### src/rtl/draw_rect_img.sv
// Overlays a rectangular ROM image onto the incoming pixel stream.
// Two-stage pipeline: stage 1 forms the ROM address, stage 2 composites the ROM pixel.
module draw_rect_img #(
  parameter int unsigned RECT_WIDTH  = 48,
  parameter int unsigned RECT_HEIGHT = 64,
  parameter logic [11:0] KEY_COLOR   = 12'hF0F
) (
  input  logic        clk,
  input  logic        rst,
  input  logic [10:0] hcount_in,
  input  logic [10:0] vcount_in,
  input  logic        hsync_in,
  input  logic        vsync_in,
  input  logic        hblnk_in,
  input  logic        vblnk_in,
  input  logic [11:0] rgb_in,
  input  logic [11:0] xpos,
  input  logic [11:0] ypos,
  output logic [11:0] pixel_addr,
  input  logic [11:0] rgb_pixel,
  output logic [10:0] hcount_out,
  output logic [10:0] vcount_out,
  output logic        hsync_out,
  output logic        vsync_out,
  output logic        hblnk_out,
  output logic        vblnk_out,
  output logic [11:0] rgb_out
);

  logic        vblnk_prev_q, vblnk_prev_d;
  logic [11:0] xpos_l_q, xpos_l_d, ypos_l_q, ypos_l_d;

  logic [10:0] hcount_s1_q, hcount_s1_d, vcount_s1_q, vcount_s1_d;
  logic        hsync_s1_q, hsync_s1_d, vsync_s1_q, vsync_s1_d;
  logic        hblnk_s1_q, hblnk_s1_d, vblnk_s1_q, vblnk_s1_d;
  logic        blank_s1_q, blank_s1_d, in_rect_s1_q, in_rect_s1_d;
  logic [11:0] rgb_s1_q, rgb_s1_d, pixel_addr_q, pixel_addr_d;

  logic [10:0] hcount_s2_q, hcount_s2_d, vcount_s2_q, vcount_s2_d;
  logic        hsync_s2_q, hsync_s2_d, vsync_s2_q, vsync_s2_d;
  logic        hblnk_s2_q, hblnk_s2_d, vblnk_s2_q, vblnk_s2_d;
  logic [11:0] rgb_s2_q, rgb_s2_d;

  logic [12:0] h13, v13, x13, y13, x_end, y_end;
  logic [5:0]  rel_x, rel_y;
  logic        in_rect;

  always_comb begin
    vblnk_prev_d = vblnk_in;
    xpos_l_d     = xpos_l_q;
    ypos_l_d     = ypos_l_q;
    // Position only moves at the start of vertical blanking so a frame never tears.
    if (vblnk_in && !vblnk_prev_q) begin
      xpos_l_d = xpos;
      ypos_l_d = ypos;
    end

    h13     = {2'b00, hcount_in};
    v13     = {2'b00, vcount_in};
    x13     = {1'b0, xpos_l_q};
    y13     = {1'b0, ypos_l_q};
    x_end   = x13 + 13'(RECT_WIDTH);
    y_end   = y13 + 13'(RECT_HEIGHT);
    in_rect = (h13 >= x13) && (h13 < x_end) && (v13 >= y13) && (v13 < y_end);
    // Only the low six bits of the offsets reach the ROM address.
    rel_x   = hcount_in[5:0] - xpos_l_q[5:0];
    rel_y   = vcount_in[5:0] - ypos_l_q[5:0];

    hcount_s1_d  = hcount_in;
    vcount_s1_d  = vcount_in;
    hsync_s1_d   = hsync_in;
    vsync_s1_d   = vsync_in;
    hblnk_s1_d   = hblnk_in;
    vblnk_s1_d   = vblnk_in;
    blank_s1_d   = hblnk_in | vblnk_in;
    rgb_s1_d     = rgb_in;
    in_rect_s1_d = in_rect;
    pixel_addr_d = in_rect ? {rel_y, rel_x} : '0;

    hcount_s2_d = hcount_s1_q;
    vcount_s2_d = vcount_s1_q;
    hsync_s2_d  = hsync_s1_q;
    vsync_s2_d  = vsync_s1_q;
    hblnk_s2_d  = hblnk_s1_q;
    vblnk_s2_d  = vblnk_s1_q;
    if (blank_s1_q)
      rgb_s2_d = '0;
    else if (in_rect_s1_q && (rgb_pixel != KEY_COLOR))
      rgb_s2_d = rgb_pixel;
    else
      rgb_s2_d = rgb_s1_q;
  end

  always_ff @(posedge clk) begin
    if (rst) begin
      vblnk_prev_q <= 1'b0;
      xpos_l_q     <= '0;
      ypos_l_q     <= '0;
      hcount_s1_q  <= '0;
      vcount_s1_q  <= '0;
      hsync_s1_q   <= 1'b0;
      vsync_s1_q   <= 1'b0;
      hblnk_s1_q   <= 1'b0;
      vblnk_s1_q   <= 1'b0;
      blank_s1_q   <= 1'b0;
      in_rect_s1_q <= 1'b0;
      rgb_s1_q     <= '0;
      pixel_addr_q <= '0;
      hcount_s2_q  <= '0;
      vcount_s2_q  <= '0;
      hsync_s2_q   <= 1'b0;
      vsync_s2_q   <= 1'b0;
      hblnk_s2_q   <= 1'b0;
      vblnk_s2_q   <= 1'b0;
      rgb_s2_q     <= '0;
    end else begin
      vblnk_prev_q <= vblnk_prev_d;
      xpos_l_q     <= xpos_l_d;
      ypos_l_q     <= ypos_l_d;
      hcount_s1_q  <= hcount_s1_d;
      vcount_s1_q  <= vcount_s1_d;
      hsync_s1_q   <= hsync_s1_d;
      vsync_s1_q   <= vsync_s1_d;
      hblnk_s1_q   <= hblnk_s1_d;
      vblnk_s1_q   <= vblnk_s1_d;
      blank_s1_q   <= blank_s1_d;
      in_rect_s1_q <= in_rect_s1_d;
      rgb_s1_q     <= rgb_s1_d;
      pixel_addr_q <= pixel_addr_d;
      hcount_s2_q  <= hcount_s2_d;
      vcount_s2_q  <= vcount_s2_d;
      hsync_s2_q   <= hsync_s2_d;
      vsync_s2_q   <= vsync_s2_d;
      hblnk_s2_q   <= hblnk_s2_d;
      vblnk_s2_q   <= vblnk_s2_d;
      rgb_s2_q     <= rgb_s2_d;
    end
  end

  assign pixel_addr = pixel_addr_q;
  assign hcount_out = hcount_s2_q;
  assign vcount_out = vcount_s2_q;
  assign hsync_out  = hsync_s2_q;
  assign vsync_out  = vsync_s2_q;
  assign hblnk_out  = hblnk_s2_q;
  assign vblnk_out  = vblnk_s2_q;
  assign rgb_out    = rgb_s2_q;

endmodule
### config.mk
export PLATFORM = sky130hd
export DESIGN_NAME = draw_rect_img
export DESIGN_NICKNAME = d
export VERILOG_FILES = /design/src/rtl/draw_rect_img.sv
export SDC_FILE = /design/constraint.sdc
export NUM_CORES = 1
export LEC_CHECK = 0
export ABC_AREA = 1
export ABC_CLOCK_PERIOD_IN_PS = 2900
export BUFFER_PORTS_ARGS = -buffer_cell sky130_fd_sc_hd__buf_2
export CAP_MARGIN = 10
export CORE_ASPECT_RATIO = 1.5
export CORE_MARGIN = 1
export CORE_UTILIZATION = 40
export CTS_CLUSTER_SIZE = 25
export DETAILED_ROUTE_END_ITERATION = 6
export GPL_ROUTABILITY_DRIVEN = 0
export PLACE_DENSITY = 0.7
export SYNTH_ARGS = -nofsm -noshare
export SYNTH_HDL_FRONTEND = slang
export SYNTH_SLANG_ARGS = --single-unit
### constraint.sdc
create_clock -name clk -period 2.9 [get_ports clk]
set_input_delay 0.58 -clock clk [delete_from_list [all_inputs] [get_ports clk]]
set_output_delay 0.58 -clock clk [all_outputs]
set_load 0.005 [all_outputs]
**Word level (Yosys, flattened, before mapping)**

Cells that the tools add are included.

- Multiplexer cells: 1
- Magnitude comparators: 4
- Add/subtract/negate cells: 4
- Divide/modulo/power cells: 0
- Shift operators: 0
- Reduce and logical (&&, ||, !) cells: 8
- Equal/unequal tests: 1
- Bitwise logic cells: 2
- Multipliers: 0

Operators with widths:

| kind | count |
|---|---|
| $lt A11 B13 Y1 | 2 |
| $ge A11 B12 Y1 | 2 |
| $add A12 B6 Y13 const B | 1 |
| $add A12 B7 Y13 const B | 1 |
| $mux W12 | 1 |
| $ne A12 B12 Y1 const B | 1 |
| $sub A6 B6 Y6 | 2 |
| $logic_and A1 B1 Y1 | 5 |
| $reduce_or A2 Y1 | 2 |
| $logic_not A1 Y1 | 1 |
| $not A1 Y1 | 1 |
| $or A1 B1 Y1 | 1 |

- Logic and storage cells: 39
- Memory bits (read-only): 0
- Input bits: 76
- Memories: 0
- Output and inout bits: 50
- Bits in registers: 114
- RAM bits: 0
- Bits in latches: 0

**Logic depth before layout (Yosys ltp)**

Gate-level depths: netlist of the first run.

- Word-level depth: 7
- Depth in mapped cells: 14
- Gate-level depth less buffers: 14

**Least setup slack after synthesis of the first run**

OpenSTA, ideal clock, no wires.

- Path type: input port to flip-flop
- From: in hcount_in[0]
- To: reg pixel_addr_q[2] (netlist: pixel_addr[2])
- Data arrival time: 2,033 ps
- Path slack: 794 ps
- Path buffers: 1
- Cell stages on the path: 9
- Path through: inv_1 -> ha_1 -> fa_1 -> o21ai_0 -> o21ai_0 -> nand2_1 -> nand4_2 -> buf_6 -> nor3_2

- Longest elaborated chain between the ends: 6
- Elaborated cells between the ends (all ways): 8
- Those cells by class: 1 x add/sub; 2 x order compare; 1 x bitwise; 4 x reduce/logical

RTL lines:

| item | RTL line | RTL |
|---|---|---|
| from (decl) | 10 | `input logic [10:0] hcount_in,` |
| $lt A11 B13 Y1 / $ge A11 B12 Y1 (equally long branches) | 64 | `in_rect = (h13 >= x13) && (h13 < x_end) && (v13 >= y13) && (v13 < y_end);` |
| $logic_and A1 B1 Y1 (3 in a row) | 64 |  |
| $not A1 Y1 (no source line) | - |  |
| $reduce_or A2 Y1 (no source line) | - |  |
| to (signal assigned) | 129 | `pixel_addr_q <= pixel_addr_d;` |
| to (decl) | 37 | `logic [11:0] rgb_s1_q, rgb_s1_d, pixel_addr_q, pixel_addr_d;` |

Parallel ways exist; a longest one is shown, timed or not.
A chain may end at the register's enable or synchronous reset.

**Worst setup path after layout of the first run**

- From: reg xpos_l_q[4]
- To: reg pixel_addr_q[11] (netlist: pixel_addr[11])

- Longest elaborated chain between the ends: 7
- Elaborated cells between the ends (all ways): 8
- Those cells by class: 1 x add/sub; 2 x order compare; 1 x bitwise; 4 x reduce/logical

RTL lines:

| item | RTL line | RTL |
|---|---|---|
| from (decl) | 31 | `logic [11:0] xpos_l_q, xpos_l_d, ypos_l_q, ypos_l_d;` |
| from (signal assigned) | 118 | `xpos_l_q <= xpos_l_d;` |
| $add A12 B6 Y13 | 62 | `x_end = x13 + 13'(RECT_WIDTH);` |
| $lt A11 B13 Y1 | 64 |  |
| $logic_and A1 B1 Y1 * (3 in a row) | 64 |  |
| $not A1 Y1 (no source line) * | - |  |
| $reduce_or A2 Y1 (no source line) * | - |  |

Mark *: on every way between the ends. The rest lies on a longest branch, timed or not.

==> report_table.html, run 1 <==
<table>
<tr><th>Metric</th><th>Value</th></tr>
<tr><th colspan="2">Status</th></tr>
<tr><td>Outcome</td><td>completed</td></tr>
<tr><th colspan="2">Logic synthesis</th></tr>
<tr><td>Register bit total from synthesis</td><td>114</td></tr>
<tr><td>Simple-gate portion of the synthesized area</td><td>18.78%</td></tr>
<tr><td>Post-synth top area cell</td><td>sky130_fd_sc_hd__dfxtp_1</td></tr>
<tr><td>Count of flip-flops with a built-in enable after synthesis</td><td>0</td></tr>
<tr><td>Total nets after synthesis</td><td>701</td></tr>
<tr><td>Largest cells by area after synthesis</td><td>sky130_fd_sc_hd__dfxtp_1 48%, sky130_fd_sc_hd__ha_1 9.5%, sky130_fd_sc_hd__inv_1 8.9%</td></tr>
<tr><td>Post-Synth XOR/XNOR Area</td><td>2.213%</td></tr>
<tr><td>Predominant post-synthesis flop cell</td><td>sky130_fd_sc_hd__dfxtp_1</td></tr>
<tr><td>Average cell area after synthesis</td><td>8.091 um^2</td></tr>
<tr><td>Cell with the most instances after synthesis</td><td>sky130_fd_sc_hd__dfxtp_1</td></tr>
<tr><td>Main combinational cell family by area after synthesis</td><td>simple AND/OR/NAND/NOR gates</td></tr>
<tr><td>Synth top area share</td><td>48.05%</td></tr>
<tr><td>Share of synthesized cell area in full adder, half adder and majority cells</td><td>10.33%</td></tr>
<tr><td>Count of mapped cells out of synthesis</td><td>587</td></tr>
<tr><td>Post-synthesis mux area share</td><td>0%</td></tr>
<tr><td>Total number of yosys warnings</td><td>0</td></tr>
<tr><td>Top post-synthesis cells by count</td><td>114 x sky130_fd_sc_hd__dfxtp_1, 112 x sky130_fd_sc_hd__inv_1, 106 x sky130_fd_sc_hd__nor2_1</td></tr>
<tr><td>Combined area of all synthesized cells</td><td>4750 um^2</td></tr>
<tr><td>Fraction of registers with async set or reset after synthesis</td><td>0%</td></tr>
<tr><td>Post-synthesis sequential area ratio</td><td>48.05%</td></tr>
<tr><td>Synth unique cells</td><td>30</td></tr>
<tr><td>Compound-cell area share of the yosys netlist</td><td>9.879%</td></tr>
<tr><th colspan="2">Detailed routing</th></tr>
<tr><td>Per-cell routed wire length</td><td>11.61 um</td></tr>
<tr><td>Violation count after the first detailed-routing iteration</td><td>143</td></tr>
<tr><td>Post-route DRC</td><td>0</td></tr>
<tr><td>First-pass iteration count of the detailed router</td><td>4</td></tr>
<tr><td>Final wirelength</td><td>10.17 mm</td></tr>
<tr><td>Avg Vias per Cell</td><td>4.531</td></tr>
<tr><td>Antenna viol nets, final</td><td>0</td></tr>
<tr><td>Count of vias placed by the detailed router</td><td>3969</td></tr>
<tr><th colspan="2">Worst setup path</th></tr>
<tr><td>Critical register-to-register path startpoint</td><td>xpos_l_q[4]</td></tr>
<tr><td>Category of the worst setup path capture point</td><td>flip-flop</td></tr>
<tr><td>Worst Setup Start Kind</td><td>flip-flop</td></tr>
<tr><td>Maximum fanout count along the critical path</td><td>13</td></tr>
<tr><td>Required arrival time at the worst endpoint</td><td>3.20 ns</td></tr>
<tr><td>Worst reg2reg endpoint</td><td>pixel_addr[11]</td></tr>
<tr><td>Data arrival time at the worst-slack endpoint</td><td>2.84 ns</td></tr>
<tr><td>Reg2reg setup slack</td><td>0.36 ns</td></tr>
<tr><td>Critical path class</td><td>reg -&gt; reg</td></tr>
<tr><td>Number of cells on the worst reg-to-reg path</td><td>12</td></tr>
<tr><th colspan="2">Clock network</th></tr>
<tr><td>Worst-case clock buffer depth</td><td>2</td></tr>
<tr><td>Latest clock arrival within the worst-skew pair</td><td>0.40 ns</td></tr>
<tr><td>Number of buffers added by the clock tree synthesis step</td><td>17</td></tr>
<tr><td>Clock root buffer master</td><td>sky130_fd_sc_hd__clkbuf_16</td></tr>
<tr><td>H-tree lvl count</td><td>4</td></tr>
<tr><td># resized after CTS</td><td>0</td></tr>
<tr><td>Clock-pin slew on the worst setup and hold paths</td><td>0.05 ns</td></tr>
<tr><td>CTS Hold Bufs</td><td>0</td></tr>
<tr><td>Clock sinks</td><td>114</td></tr>
<tr><td>Post-CTS setup buffers</td><td>0</td></tr>
<tr><td>CTS tree</td><td>built</td></tr>
<tr><th colspan="2">STA</th></tr>
<tr><td>Final Hold Fails</td><td>0</td></tr>
<tr><td>Fin crit share</td><td>87.72%</td></tr>
<tr><td>Maximum clock skew at final layout</td><td>0.005332 ns</td></tr>
<tr><td>Setup TNS after final layout</td><td>0 ns</td></tr>
<tr><td>Final Critical Period</td><td>2.544 ns</td></tr>
<tr><td>Setup violations, final</td><td>0</td></tr>
<tr><td>Tightest Pin Transition</td><td>0.6401 ns</td></tr>
<tr><td>Max_slew headroom</td><td>57.33%</td></tr>
<tr><td>Max Clk Rate</td><td>393.1 MHz</td></tr>
<tr><td>Unrepaired setup endpoints after global routing</td><td>false</td></tr>
<tr><td>Final max-slew violation count</td><td>0</td></tr>
<tr><th colspan="2">Placement</th></tr>
<tr><td>Post-DP HPWL</td><td>8.032 mm</td></tr>
<tr><td>Port Buf Inserts</td><td>125</td></tr>
<tr><th colspan="2">Pwr</th></tr>
<tr><td>Power per Cell Area</td><td>665.4 nW/um^2</td></tr>
<tr><td>Static Leak</td><td>3.088 nW</td></tr>
<tr><td>Relative contribution of sequential cells to total power</td><td>42.0%</td></tr>
<tr><td>Maximum vdd drop</td><td>0.3586 mV</td></tr>
<tr><td>Internal Dissipation</td><td>3.046 mW</td></tr>
<tr><td>Switch share</td><td>24.08%</td></tr>
<tr><td>Relative contribution of the clock network to total power</td><td>45.3%</td></tr>
<tr><td>Total power draw</td><td>4.012 mW</td></tr>
<tr><td>Fraction of power consumed by combinational cells</td><td>12.7%</td></tr>
<tr><td>Total net switching power</td><td>0.9660 mW</td></tr>
<tr><th colspan="2">Global route</th></tr>
<tr><td>GRT Total Usage</td><td>17.34%</td></tr>
<tr><td>Initial antenna violation count</td><td>1</td></tr>
<tr><td>Number of global-route vias before repair</td><td>3789</td></tr>
<tr><td>Pin count of the biggest net entering global routing</td><td>66</td></tr>
<tr><td>First-pass GRT wire length</td><td>16.59 mm</td></tr>
<tr><td>Global route total overflow</td><td>0</td></tr>
<tr><th colspan="2">Floorplanning</th></tr>
<tr><td>CORE AREA</td><td>11530 um^2</td></tr>
<tr><td>Number of standard-cell rows in the floorplan</td><td>48</td></tr>
<tr><td># IOs</td><td>126</td></tr>
<tr><td>Die X-Extent</td><td>90.97 um</td></tr>
<tr><td>Starting utilization of the core area</td><td>41.19%</td></tr>
<tr><td>Area enclosed by the die boundary</td><td>12320 um^2</td></tr>
<tr><td>Height of the die</td><td>135.5 um</td></tr>
<tr><th colspan="2">Min path</th></tr>
<tr><td>Worst Min Path Start</td><td>rgb_in[0]</td></tr>
<tr><td>WHS Endpoint</td><td>rgb_s1_q[0]</td></tr>
<tr><td>Worst min-delay path category</td><td>in -&gt; reg</td></tr>
<tr><td>Cells on Worst Hold Path</td><td>3</td></tr>
<tr><th colspan="2">Job</th></tr>
<tr><td>Number of violations of the max-capacitance limit</td><td>0</td></tr>
<tr><th colspan="2">Cells and area</th></tr>
<tr><td>Number of fill cells in the layout</td><td>1115</td></tr>
<tr><td>Final net count</td><td>830</td></tr>
<tr><td>Fraction of layout instances using a drive strength above 1</td><td>23.45%</td></tr>
<tr><td>Area growth from synthesis to layout</td><td>26.92%</td></tr>
</table>
-- metal layers --
layer  global-route usage [%]  vias up  share of wire [%]
met1                    18.56     1720                 43
met5                        0        -                  0
met4                    10.32        0                3.7
met2                    30.30      131                 49
met3                    4.882       34                5.0
li1                         -     2084                  -
-- cell usage in the layout (no fill, tap or decap), drive strengths merged --
cell / Yosys / layout
o21a: 1 / 1
clkbuf: 12 / 21
dfxtp: 114 / 114
a21oi: 37 / 37
nand2: 51 / 51
nor4: 1 / 1
nand3b: 1 / 1
ha: 36 / 36
xnor2: 1 / 1
nor3: 17 / 17
a31oi: 1 / 1
clkinvlp: 0 / 1
clkinv: 2 / 7
a21o: 2 / 2
o31ai: 2 / 2
buf: 6 / 128
xor2: 11 / 11
bufinv: 0 / 1
nor2: 108 / 108
diode: 0 / 1
o21ai: 48 / 48
fa: 2 / 2
inv: 112 / 112
nand3: 14 / 14
nand4: 8 / 8
-- cells by family after synthesis --
group	after synthesis
simple gates	200
buf+inv	132
flops	114
compound gates	91
fa+ha+maj	38
xor+xnor	12
-- area by class of cell --
| cell class | count | area, um^2 | share of cell area, % |
|---|---|---|---|
| antenna | 1 | 2.502 | 0.04151 |
| clock buffer | 21 | 460.4 | 7.638 |
| clock inverter | 7 | 62.56 | 1.038 |
| inverter | 114 | 427.9 | 7.098 |
| multi-input combinational | 341 | 1957 | 32.46 |
| sequential | 114 | 2282 | 37.86 |
| tap | 150 | 187.7 | 3.113 |
| timing repair buffer | 128 | 648.1 | 10.75 |
-- flip-flops by register name, summed over array words and instances, names as in the netlist, 11 cells and up --
name	flops
pixel_addr	12
rgb_out	12
rgb_s1_q	12
xpos_l_q	12
ypos_l_q	12
hcount_out	11
hcount_s1_q	11
vcount_out	11
vcount_s1_q	11
-- power groups by stage --
stage	clock (mW)	combinational (mW)	sequential (mW)
floorplan	0	0.339	1.71
global placement	0	0.490	1.71
detailed placement	0	0.508	1.72
CTS	1.86	0.511	1.69
global route	1.95	0.581	1.69
finish	1.82	0.508	1.69
-- worst max path at each step --
stage	start	endpoint	depth (start not counted)
after global routing	xpos_l_q[4]	pixel_addr[11]	12
final	xpos_l_q[4]	pixel_addr[11]	12
after global placement	vcount_in[0]	pixel_addr[1]	9
after floorplan	hcount_in[0]	pixel_addr[2]	9
after detailed placement	vcount_in[0]	pixel_addr[1]	9
after CTS	xpos_l_q[4]	pixel_addr[1]	12
-- metrics by stage --
step / hold slack [ns] / cell area (um^2) / setup WS (ns) / instances / util [%]
2_1_floorplan: 0.3883 / 4750 / 0.7937 / 587 / -
3_3_place_gp: 0.3906 / 5503 / 0.3792 / 847 / 47.72
3_5_place_dp: 0.3935 / 5503 / 0.2235 / 847 / 47.72
4_1_cts: 0.3688 / 6026 / 0.3466 / 875 / 52.26
5_1_grt: 0.3761 / 6028 / 0.06820 / 876 / 52.28
6_report: 0.3837 / 6028 / 0.3562 / 876 / 52.28
-- critical path, cell delays in order (launching register included) --
cell                      delay, ns
sky130_fd_sc_hd__dfxtp_1       0.37
sky130_fd_sc_hd__inv_1         0.10
sky130_fd_sc_hd__ha_1          0.25
sky130_fd_sc_hd__o31ai_1       0.24
sky130_fd_sc_hd__nand2_1       0.08
sky130_fd_sc_hd__ha_1          0.29
sky130_fd_sc_hd__nand2_1       0.07
sky130_fd_sc_hd__inv_1         0.03
sky130_fd_sc_hd__nor3_1        0.16
sky130_fd_sc_hd__nand2_1       0.07
sky130_fd_sc_hd__nand2_1       0.09
sky130_fd_sc_hd__nand4_2       0.40
sky130_fd_sc_hd__nor3_1        0.29
Power figures use the tool's default switching activity.
==> inputs of run 2 (changes only) <==
--- a/config.mk
+++ b/config.mk
@@ -11,11 +11,11 @@
 export CAP_MARGIN = 10
 export CORE_ASPECT_RATIO = 1.5
 export CORE_MARGIN = 1
-export CORE_UTILIZATION = 40
+export CORE_UTILIZATION = 25
 export CTS_CLUSTER_SIZE = 25
 export DETAILED_ROUTE_END_ITERATION = 6
 export GPL_ROUTABILITY_DRIVEN = 0
-export PLACE_DENSITY = 0.7
+export PLACE_DENSITY = 0.51
 export SYNTH_ARGS = -nofsm -noshare
 export SYNTH_HDL_FRONTEND = slang
 export SYNTH_SLANG_ARGS = --single-unit
==> report_table.html, run 2 (same netlist as run 1, synthesis figures left out) <==
<table>
<tr><th>Metric</th><th>Value</th></tr>
<tr><th colspan="2">Status</th></tr>
<tr><td>Outcome</td><td>completed (unchanged)</td></tr>
<tr><th colspan="2">Detailed routing</th></tr>
<tr><td>Antenna viol nets, final</td><td>0 (unchanged)</td></tr>
<tr><td>Per-cell routed wire length</td><td>11.59 um (was 11.61 um)</td></tr>
<tr><td>Final wirelength</td><td>11.38 mm (was 10.17 mm)</td></tr>
<tr><td>Violation count after the first detailed-routing iteration</td><td>140 (was 143)</td></tr>
<tr><td>Avg Vias per Cell</td><td>3.924 (was 4.531)</td></tr>
<tr><td>Post-route DRC</td><td>0 (unchanged)</td></tr>
<tr><td>First-pass iteration count of the detailed router</td><td>4 (unchanged)</td></tr>
<tr><td>Count of vias placed by the detailed router</td><td>3853 (was 3969)</td></tr>
<tr><th colspan="2">Min path</th></tr>
<tr><td>Worst min-delay path category</td><td>in -&gt; reg (unchanged)</td></tr>
<tr><td>Worst Min Path Start</td><td>vsync_in (was rgb_in[0])</td></tr>
<tr><td>Cells on Worst Hold Path</td><td>3 (unchanged)</td></tr>
<tr><td>WHS Endpoint</td><td>vsync_s1_q (was rgb_s1_q[0])</td></tr>
<tr><th colspan="2">Worst setup path</th></tr>
<tr><td>Worst Setup Start Kind</td><td>flip-flop (unchanged)</td></tr>
<tr><td>Number of cells on the worst reg-to-reg path</td><td>12 (unchanged)</td></tr>
<tr><td>Reg2reg setup slack</td><td>0.47 ns (was 0.36 ns)</td></tr>
<tr><td>Data arrival time at the worst-slack endpoint</td><td>2.74 ns (was 2.84 ns)</td></tr>
<tr><td>Maximum fanout count along the critical path</td><td>13 (unchanged)</td></tr>
<tr><td>Critical register-to-register path startpoint</td><td>xpos_l_q[4] (unchanged)</td></tr>
<tr><td>Worst reg2reg endpoint</td><td>pixel_addr[0] (was pixel_addr[11])</td></tr>
<tr><td>Critical path class</td><td>reg -&gt; reg (unchanged)</td></tr>
<tr><td>Category of the worst setup path capture point</td><td>flip-flop (unchanged)</td></tr>
<tr><td>Required arrival time at the worst endpoint</td><td>3.22 ns (was 3.20 ns)</td></tr>
<tr><th colspan="2">Clock network</th></tr>
<tr><td>Clock sinks</td><td>114 (unchanged)</td></tr>
<tr><td>Latest clock arrival within the worst-skew pair</td><td>0.41 ns (was 0.40 ns)</td></tr>
<tr><td>Worst-case clock buffer depth</td><td>2 (unchanged)</td></tr>
<tr><td>Clock root buffer master</td><td>sky130_fd_sc_hd__clkbuf_16 (unchanged)</td></tr>
<tr><td>Clock-pin slew on the worst setup and hold paths</td><td>0.06 ns (was 0.05 ns)</td></tr>
<tr><td>H-tree lvl count</td><td>4 (unchanged)</td></tr>
<tr><td>CTS Hold Bufs</td><td>0 (unchanged)</td></tr>
<tr><td>Number of buffers added by the clock tree synthesis step</td><td>17 (unchanged)</td></tr>
<tr><td>CTS tree</td><td>built (unchanged)</td></tr>
<tr><th colspan="2">Global route</th></tr>
<tr><td>GRT Total Usage</td><td>12.32% (was 17.34%)</td></tr>
<tr><td>First-pass GRT wire length</td><td>18.15 mm (was 16.59 mm)</td></tr>
<tr><td>Pin count of the biggest net entering global routing</td><td>57 (was 66)</td></tr>
<tr><td>Number of global-route vias before repair</td><td>3705 (was 3789)</td></tr>
<tr><td>Initial antenna violation count</td><td>1 (unchanged)</td></tr>
<tr><td>Global route total overflow</td><td>0 (unchanged)</td></tr>
<tr><th colspan="2">Pwr</th></tr>
<tr><td>Static Leak</td><td>3.133 nW (was 3.088 nW)</td></tr>
<tr><td>Maximum vdd drop</td><td>0.3525 mV (was 0.3586 mV)</td></tr>
<tr><td>Power per Cell Area</td><td>703.9 nW/um^2 (was 665.4 nW/um^2)</td></tr>
<tr><th colspan="2">Cells and area</th></tr>
<tr><td>Fraction of layout instances using a drive strength above 1</td><td>24.25% (was 23.45%)</td></tr>
<tr><td>Area growth from synthesis to layout</td><td>32.17% (was 26.92%)</td></tr>
<tr><td>Most frequent standard cell in the layout excluding fill and tap cells</td><td>sky130_fd_sc_hd__buf_2 (unchanged)</td></tr>
<tr><td>Top library cells by usage in the layout, fill and taps aside</td><td>125 x sky130_fd_sc_hd__buf_2, 114 x sky130_fd_sc_hd__dfxtp_1, 112 x sky130_fd_sc_hd__inv_1 (unchanged)</td></tr>
<tr><td>Final net count</td><td>831 (was 830)</td></tr>
<tr><td>Design Area, Final</td><td>6277 um^2 (was 6028 um^2)</td></tr>
<tr><td>N_diodes</td><td>0 (was 1)</td></tr>
<tr><th colspan="2">STA</th></tr>
<tr><td>Maximum clock skew at final layout</td><td>0.01190 ns (was 0.005332 ns)</td></tr>
<tr><td>Max_slew headroom</td><td>61.49% (was 57.33%)</td></tr>
<tr><td>Final Critical Period</td><td>2.426 ns (was 2.544 ns)</td></tr>
<tr><td>Final max-slew violation count</td><td>0 (unchanged)</td></tr>
<tr><td>Max Clk Rate</td><td>412.2 MHz (was 393.1 MHz)</td></tr>
<tr><td>Setup TNS after final layout</td><td>0 ns (unchanged)</td></tr>
<tr><td>Fin crit share</td><td>83.65% (was 87.72%)</td></tr>
<tr><td>Unrepaired setup endpoints after global routing</td><td>false (unchanged)</td></tr>
<tr><td>Tightest Pin Transition</td><td>0.5776 ns (was 0.6401 ns)</td></tr>
<tr><td>Final Hold Fails</td><td>0 (unchanged)</td></tr>
<tr><td>Setup violations, final</td><td>0 (unchanged)</td></tr>
<tr><th colspan="2">Placement</th></tr>
<tr><td>Post-place instance area</td><td>5638 um^2 (was 5503 um^2)</td></tr>
<tr><td>Port Buf Inserts</td><td>125 (unchanged)</td></tr>
<tr><td>Post-DP HPWL</td><td>8.835 mm (was 8.032 mm)</td></tr>
<tr><th colspan="2">Job</th></tr>
<tr><td>Number of violations of the max-capacitance limit</td><td>0 (unchanged)</td></tr>
<tr><th colspan="2">Floorplanning</th></tr>
<tr><td>Die X-Extent</td><td>114.5 um (was 90.97 um)</td></tr>
<tr><td>CORE AREA</td><td>18550 um^2 (was 11530 um^2)</td></tr>
<tr><td>Number of standard-cell rows in the floorplan</td><td>61 (was 48)</td></tr>
<tr><td>Area enclosed by the die boundary</td><td>19560 um^2 (was 12320 um^2)</td></tr>
<tr><td># IOs</td><td>126 (unchanged)</td></tr>
<tr><td>Starting utilization of the core area</td><td>25.61% (was 41.19%)</td></tr>
<tr><td>Height of the die</td><td>170.8 um (was 135.5 um)</td></tr>
</table>
run 2: area by class of cell:
type,instances,area [um^2]
well taps,252,315.3
inverters,114,427.9
flip-flops and latches,114,2282
multi-input cells,341,1966
clock inverters,15,205.2
fillers,1971,12270
repair buffers,129,655.6
clock buffers,17,425.4
run 2: worst max-delay path: stages, from the launching register on:
cell	delay, ns
sky130_fd_sc_hd__dfxtp_1	0.38
sky130_fd_sc_hd__inv_1	0.10
sky130_fd_sc_hd__ha_1	0.24
sky130_fd_sc_hd__inv_1	0.06
sky130_fd_sc_hd__nand4_1	0.16
sky130_fd_sc_hd__o21ai_0	0.18
sky130_fd_sc_hd__o21ai_0	0.11
sky130_fd_sc_hd__ha_1	0.30
sky130_fd_sc_hd__nand3_1	0.09
sky130_fd_sc_hd__nor2_1	0.04
sky130_fd_sc_hd__nor2_1	0.17
sky130_fd_sc_hd__nand4_4	0.27
sky130_fd_sc_hd__nor3_1	0.23
run 2: what timing repair did:
action                     in CTS  in global routing
gates resized for setup         0                  1
setup buffers                   0                  0
setup endpoints to repair       0                  1
run 2: routing by layer:
layer  vias to the layer above  wire length [um]  share of wire, %  track usage, %
met3                        14               555               4.9           3.684
met2                        89              5925                52           22.40
met5                         -                13              0.11               0
met1                      1662              4734                42           13.11
met4                         2               154               1.4           5.082
li1                       2086                 -                 -               -
run 2: worst max-delay path by stage:
stage                      start            end  slack [ns]  depth (start not counted)
finish               xpos_l_q[4]  pixel_addr[0]        0.47                         12
CTS                  xpos_l_q[4]  pixel_addr[0]        0.27                         12
detailed placement  vcount_in[0]  pixel_addr[0]        0.18                          9
global placement    vcount_in[0]  pixel_addr[0]        0.27                          9
global route         xpos_l_q[4]  pixel_addr[0]        0.15                         12
floorplan           hcount_in[0]  pixel_addr[2]        0.79                          9
run 2: report_power, final:
part | internal [mW] | total [mW] | leakage (nW) | switching, mW
Sequential | 1.65 | 1.68 | 0.941 | 0.0294
Combinational | 0.202 | 0.509 | 1.89 | 0.307
Clock | 1.45 | 2.23 | 0.301 | 0.783
run 2: stage by stage:
step	total power, mW	cells	hold WS [ns]	setup WS (ns)	utilization [%]
6_report	4.418	982	0.3760	0.4742	33.85
5_1_grt	4.652	982	0.3585	0.1497	33.85
4_1_cts	4.494	982	0.3585	0.2682	33.80
3_5_place_dp	2.232	950	0.3923	0.1771	30.40
3_3_place_gp	2.226	950	0.3902	0.2685	30.40
2_1_floorplan	2.053	587	0.3883	0.7937	-
==> inputs of run 3 (changes only) <==
--- a/config.mk
+++ b/config.mk
@@ -6,7 +6,7 @@
 export NUM_CORES = 1
 export LEC_CHECK = 0
 export ABC_AREA = 1
-export ABC_CLOCK_PERIOD_IN_PS = 2900
+export ABC_CLOCK_PERIOD_IN_PS = 2200
 export BUFFER_PORTS_ARGS = -buffer_cell sky130_fd_sc_hd__buf_2
 export CAP_MARGIN = 10
 export CORE_ASPECT_RATIO = 1.5
@@ -15,7 +15,7 @@
 export CTS_CLUSTER_SIZE = 25
 export DETAILED_ROUTE_END_ITERATION = 6
 export GPL_ROUTABILITY_DRIVEN = 0
-export PLACE_DENSITY = 0.51
+export PLACE_DENSITY = 0.52
 export SYNTH_ARGS = -nofsm -noshare
 export SYNTH_HDL_FRONTEND = slang
 export SYNTH_SLANG_ARGS = --single-unit
==> constraint.sdc (replaced) <==
create_clock -name clk -period 2.2 [get_ports clk]
set_input_delay 0.44 -clock clk [delete_from_list [all_inputs] [get_ports clk]]
set_output_delay 0.44 -clock clk [all_outputs]
set_load 0.005 [all_outputs]
==> report_table.html, run 3 (same netlist as run 1, synthesis figures left out) <==
<table>
<tr><th>Metric</th><th>Value</th></tr>
<tr><th colspan="2">Status</th></tr>
<tr><td>Outcome</td><td>completed (unchanged)</td></tr>
<tr><th colspan="2">Cells and area</th></tr>
<tr><td>Core utilization of the finished layout</td><td>34.52% (was 33.85%)</td></tr>
<tr><td>Area growth from synthesis to layout</td><td>34.80% (was 32.17%)</td></tr>
<tr><td>N_diodes</td><td>0 (unchanged)</td></tr>
<tr><td>Most frequent standard cell in the layout excluding fill and tap cells</td><td>sky130_fd_sc_hd__buf_2 (unchanged)</td></tr>
<tr><td>Top library cells by usage in the layout, fill and taps aside</td><td>125 x sky130_fd_sc_hd__buf_2, 112 x sky130_fd_sc_hd__dfxtp_1, 109 x sky130_fd_sc_hd__inv_1 (was 125 x sky130_fd_sc_hd__buf_2, 114 x sky130_fd_sc_hd__dfxtp_1, 112 x sky130_fd_sc_hd__inv_1)</td></tr>
<tr><td>Non-Filler Instances</td><td>996 (was 982)</td></tr>
<tr><td>Final net count</td><td>845 (was 831)</td></tr>
<tr><td>Fraction of layout instances using a drive strength above 1</td><td>27.02% (was 24.25%)</td></tr>
<tr><th colspan="2">Placement</th></tr>
<tr><td>Post-Place Cells</td><td>958 (was 950)</td></tr>
<tr><td>Post-DP HPWL</td><td>8.890 mm (was 8.835 mm)</td></tr>
<tr><td>Port Buf Inserts</td><td>125 (unchanged)</td></tr>
<tr><td>DP Worst Slack</td><td>-0.02757 ns (was 0.1771 ns)</td></tr>
<tr><th colspan="2">Pwr</th></tr>
<tr><td>Static Leak</td><td>3.194 nW (was 3.133 nW)</td></tr>
<tr><td>Relative contribution of the clock network to total power</td><td>48.4% (was 50.5%)</td></tr>
<tr><td>Switch share</td><td>25.15% (was 25.34%)</td></tr>
<tr><td>Internal Dissipation</td><td>4.253 mW (was 3.299 mW)</td></tr>
<tr><td>Total power draw</td><td>5.682 mW (was 4.418 mW)</td></tr>
<tr><td>Fraction of power consumed by combinational cells</td><td>12.6% (was 11.5%)</td></tr>
<tr><td>Power per Cell Area</td><td>887.5 nW/um^2 (was 703.9 nW/um^2)</td></tr>
<tr><td>Total net switching power</td><td>1.429 mW (was 1.120 mW)</td></tr>
<tr><td>Maximum vdd drop</td><td>0.5021 mV (was 0.3525 mV)</td></tr>
<tr><td>Relative contribution of sequential cells to total power</td><td>39.0% (was 38.0%)</td></tr>
<tr><th colspan="2">STA</th></tr>
<tr><td>Final critical-path setup slack</td><td>0.1816 ns (was 0.4742 ns)</td></tr>
<tr><td>Tightest Pin Transition</td><td>0.5593 ns (was 0.5776 ns)</td></tr>
<tr><td>Final Hold Fails</td><td>0 (unchanged)</td></tr>
<tr><td>Final Critical Period</td><td>2.018 ns (was 2.426 ns)</td></tr>
<tr><td>Hold slack</td><td>0.2381 ns (was 0.3760 ns)</td></tr>
<tr><td>Fin crit share</td><td>91.74% (was 83.65%)</td></tr>
<tr><td>Maximum clock skew at final layout</td><td>0.01073 ns (was 0.01190 ns)</td></tr>
<tr><td>Final max-slew violation count</td><td>0 (unchanged)</td></tr>
<tr><td>Setup violations, final</td><td>0 (unchanged)</td></tr>
<tr><td>Unrepaired setup endpoints after global routing</td><td>true (was false)</td></tr>
<tr><td>Max Clk Rate</td><td>495.4 MHz (was 412.2 MHz)</td></tr>
<tr><td>Max_slew headroom</td><td>62.57% (was 61.49%)</td></tr>
<tr><th colspan="2">Worst setup path</th></tr>
<tr><td>Slowest cell on crit path</td><td>sky130_fd_sc_hd__dfxtp_2 (was sky130_fd_sc_hd__dfxtp_1)</td></tr>
<tr><td>Number of cells on the worst reg-to-reg path</td><td>13 (was 12)</td></tr>
<tr><td>Buffers and inverters on the worst path</td><td>3 (was 2)</td></tr>
<tr><td>Data arrival time at the worst-slack endpoint</td><td>2.35 ns (was 2.74 ns)</td></tr>
<tr><td>Worst Setup Start Kind</td><td>flip-flop (unchanged)</td></tr>
<tr><td>Crit path largest cell delay</td><td>0.35 ns (was 0.38 ns)</td></tr>
<tr><td>Category of the worst setup path capture point</td><td>flip-flop (unchanged)</td></tr>
<tr><td>Reg2reg setup slack</td><td>0.18 ns (was 0.47 ns)</td></tr>
<tr><td>Required arrival time at the worst endpoint</td><td>2.53 ns (was 3.22 ns)</td></tr>
<tr><td>Crit-path leading delay family</td><td>simple AND/OR/NAND/NOR gates (unchanged)</td></tr>
<tr><td>Critical path class</td><td>reg -&gt; reg (unchanged)</td></tr>
<tr><td>Maximum fanout count along the critical path</td><td>7 (was 13)</td></tr>
<tr><td>Critical register-to-register path startpoint</td><td>xpos_l_q[5] (was xpos_l_q[4])</td></tr>
<tr><td>Worst reg2reg endpoint</td><td>pixel_addr[3] (was pixel_addr[0])</td></tr>
<tr><td>Critical path cell sequence</td><td>inv_4 &gt; ha_4 &gt; inv_2 &gt; nand4_1 &gt; o21ai_1 &gt; o21ai_1 &gt; ha_1 &gt; nand3_1 &gt; nor2_1 &gt; nor2_1 &gt; nand4_2 &gt; buf_6 &gt; nor3_4 (was inv_1 &gt; ha_1 &gt; inv_1 &gt; nand4_1 &gt; o21ai_0 &gt; o21ai_0 &gt; ha_1 &gt; nand3_1 &gt; nor2_1 &gt; nor2_1 &gt; nand4_4 &gt; nor3_1)</td></tr>
<tr><th colspan="2">Clock network</th></tr>
<tr><td>Clock root buffer master</td><td>sky130_fd_sc_hd__clkbuf_16 (unchanged)</td></tr>
<tr><td>H-tree lvl count</td><td>4 (unchanged)</td></tr>
<tr><td>Clock-pin slew on the worst setup and hold paths</td><td>0.06 ns (about the same)</td></tr>
<tr><td>Clock sinks</td><td>114 (unchanged)</td></tr>
<tr><td>CTS tree</td><td>built (unchanged)</td></tr>
<tr><td>Latest clock arrival within the worst-skew pair</td><td>0.41 ns (about the same)</td></tr>
<tr><td>Worst-case clock buffer depth</td><td>2 (unchanged)</td></tr>
<tr><td>Number of buffers added by the clock tree synthesis step</td><td>17 (unchanged)</td></tr>
<tr><td>CTS Hold Bufs</td><td>0 (unchanged)</td></tr>
<tr><th colspan="2">Global route</th></tr>
<tr><td>First-pass GRT wire length</td><td>18.20 mm (was 18.15 mm)</td></tr>
<tr><td>Global route total overflow</td><td>0 (unchanged)</td></tr>
<tr><td>Number of global-route vias before repair</td><td>3856 (was 3705)</td></tr>
<tr><td>Initial antenna violation count</td><td>0 (was 1)</td></tr>
<tr><td>Pin count of the biggest net entering global routing</td><td>47 (was 57)</td></tr>
<tr><td>GRT Total Usage</td><td>12.29% (was 12.32%)</td></tr>
<tr><th colspan="2">Floorplanning</th></tr>
<tr><td>Number of standard-cell rows in the floorplan</td><td>61 (unchanged)</td></tr>
<tr><td>Die X-Extent</td><td>114.5 um (unchanged)</td></tr>
<tr><td># IOs</td><td>126 (unchanged)</td></tr>
<tr><td>Height of the die</td><td>170.8 um (unchanged)</td></tr>
<tr><td>Area enclosed by the die boundary</td><td>19560 um^2 (unchanged)</td></tr>
<tr><td>CORE AREA</td><td>18550 um^2 (unchanged)</td></tr>
<tr><td>Starting utilization of the core area</td><td>25.61% (unchanged)</td></tr>
<tr><th colspan="2">Detailed routing</th></tr>
<tr><td>Final wirelength</td><td>11.44 mm (was 11.38 mm)</td></tr>
<tr><td>Count of vias placed by the detailed router</td><td>3986 (was 3853)</td></tr>
<tr><td>Per-cell routed wire length</td><td>11.49 um (was 11.59 um)</td></tr>
<tr><td>Antenna viol nets, final</td><td>0 (unchanged)</td></tr>
<tr><td>Avg Vias per Cell</td><td>4.002 (was 3.924)</td></tr>
<tr><td>First-pass iteration count of the detailed router</td><td>4 (unchanged)</td></tr>
<tr><td>Post-route DRC</td><td>0 (unchanged)</td></tr>
<tr><td>Violation count after the first detailed-routing iteration</td><td>105 (was 140)</td></tr>
<tr><th colspan="2">Min path</th></tr>
<tr><td>Cells on Worst Hold Path</td><td>3 (unchanged)</td></tr>
<tr><td>WHS Endpoint</td><td>hsync_s1_q (was vsync_s1_q)</td></tr>
<tr><td>Worst Min Path Start</td><td>hsync_in (was vsync_in)</td></tr>
<tr><td>Worst min-delay path category</td><td>in -&gt; reg (unchanged)</td></tr>
<tr><th colspan="2">Job</th></tr>
<tr><td>Number of violations of the max-capacitance limit</td><td>0 (unchanged)</td></tr>
</table>
[run 3: through the flow]
stage | TNS (ns) | area [um^2]
after floorplan | 0 | 4750
after global placement | 0 | 5698
after detailed placement | -0.03037 | 5698
after CTS | 0 | 6317
after global routing | -0.06915 | 6402
final | 0 | 6402
[run 3: what timing repair did]
item / in CTS / in global routing
pin swaps: 3 / 7
setup endpoints to repair: 4 / 13
buffers inserted: 3 / 3
endpoints found under the hold margin: 0 / 0
gates resized for setup: 2 / 17
[run 3: layout make-up]
class / count / area (um^2)
fillers: 1992 / 12140
flip-flops and latches: 114 / 2285
multi-input cells: 341 / 2009
repair buffers: 143 / 768.2
clock buffers: 19 / 432.9
inverters: 114 / 430.4
well taps: 252 / 315.3
clock inverters: 13 / 161.4
[run 3: how the worst max path moves through the flow]
stage,endpoint,start,cells past startpoint
6_report,pixel_addr[3],xpos_l_q[5],13
5_1_grt,pixel_addr[2],xpos_l_q[4],13
4_1_cts,pixel_addr[0],xpos_l_q[5],13
3_5_place_dp,pixel_addr[0],vcount_in[0],10
3_3_place_gp,pixel_addr[0],vcount_in[0],10
2_1_floorplan,pixel_addr[2],xpos_l_q[4],13
[run 3: worst min-delay path, delay by kind of cell]
kind	cells	cell delay [ns]
buffers and inverters	2	0.10
AND/OR/NAND/NOR	1	0.06
[run 3: layer usage]
metal  wire length [um]  vias up  track usage [%]
met5                  0        -                0
met1               4614     1765            12.85
met4                147        0            5.195
met3                556       12            3.365
li1                   -     2120                -
met2               6121       89            22.77
[run 3: power by group through the flow]
| stage | Clock, mW | Combinational (mW) | Sequential [mW] |
|---|---|---|---|
| 3_3_place_gp | 0 | 0.695 | 2.26 |
| 2_1_floorplan | 0 | 0.447 | 2.26 |
| 4_1_cts | 2.84 | 0.707 | 2.21 |
| 6_report | 2.75 | 0.719 | 2.22 |
| 5_1_grt | 2.94 | 0.832 | 2.23 |
| 3_5_place_dp | 0 | 0.701 | 2.26 |
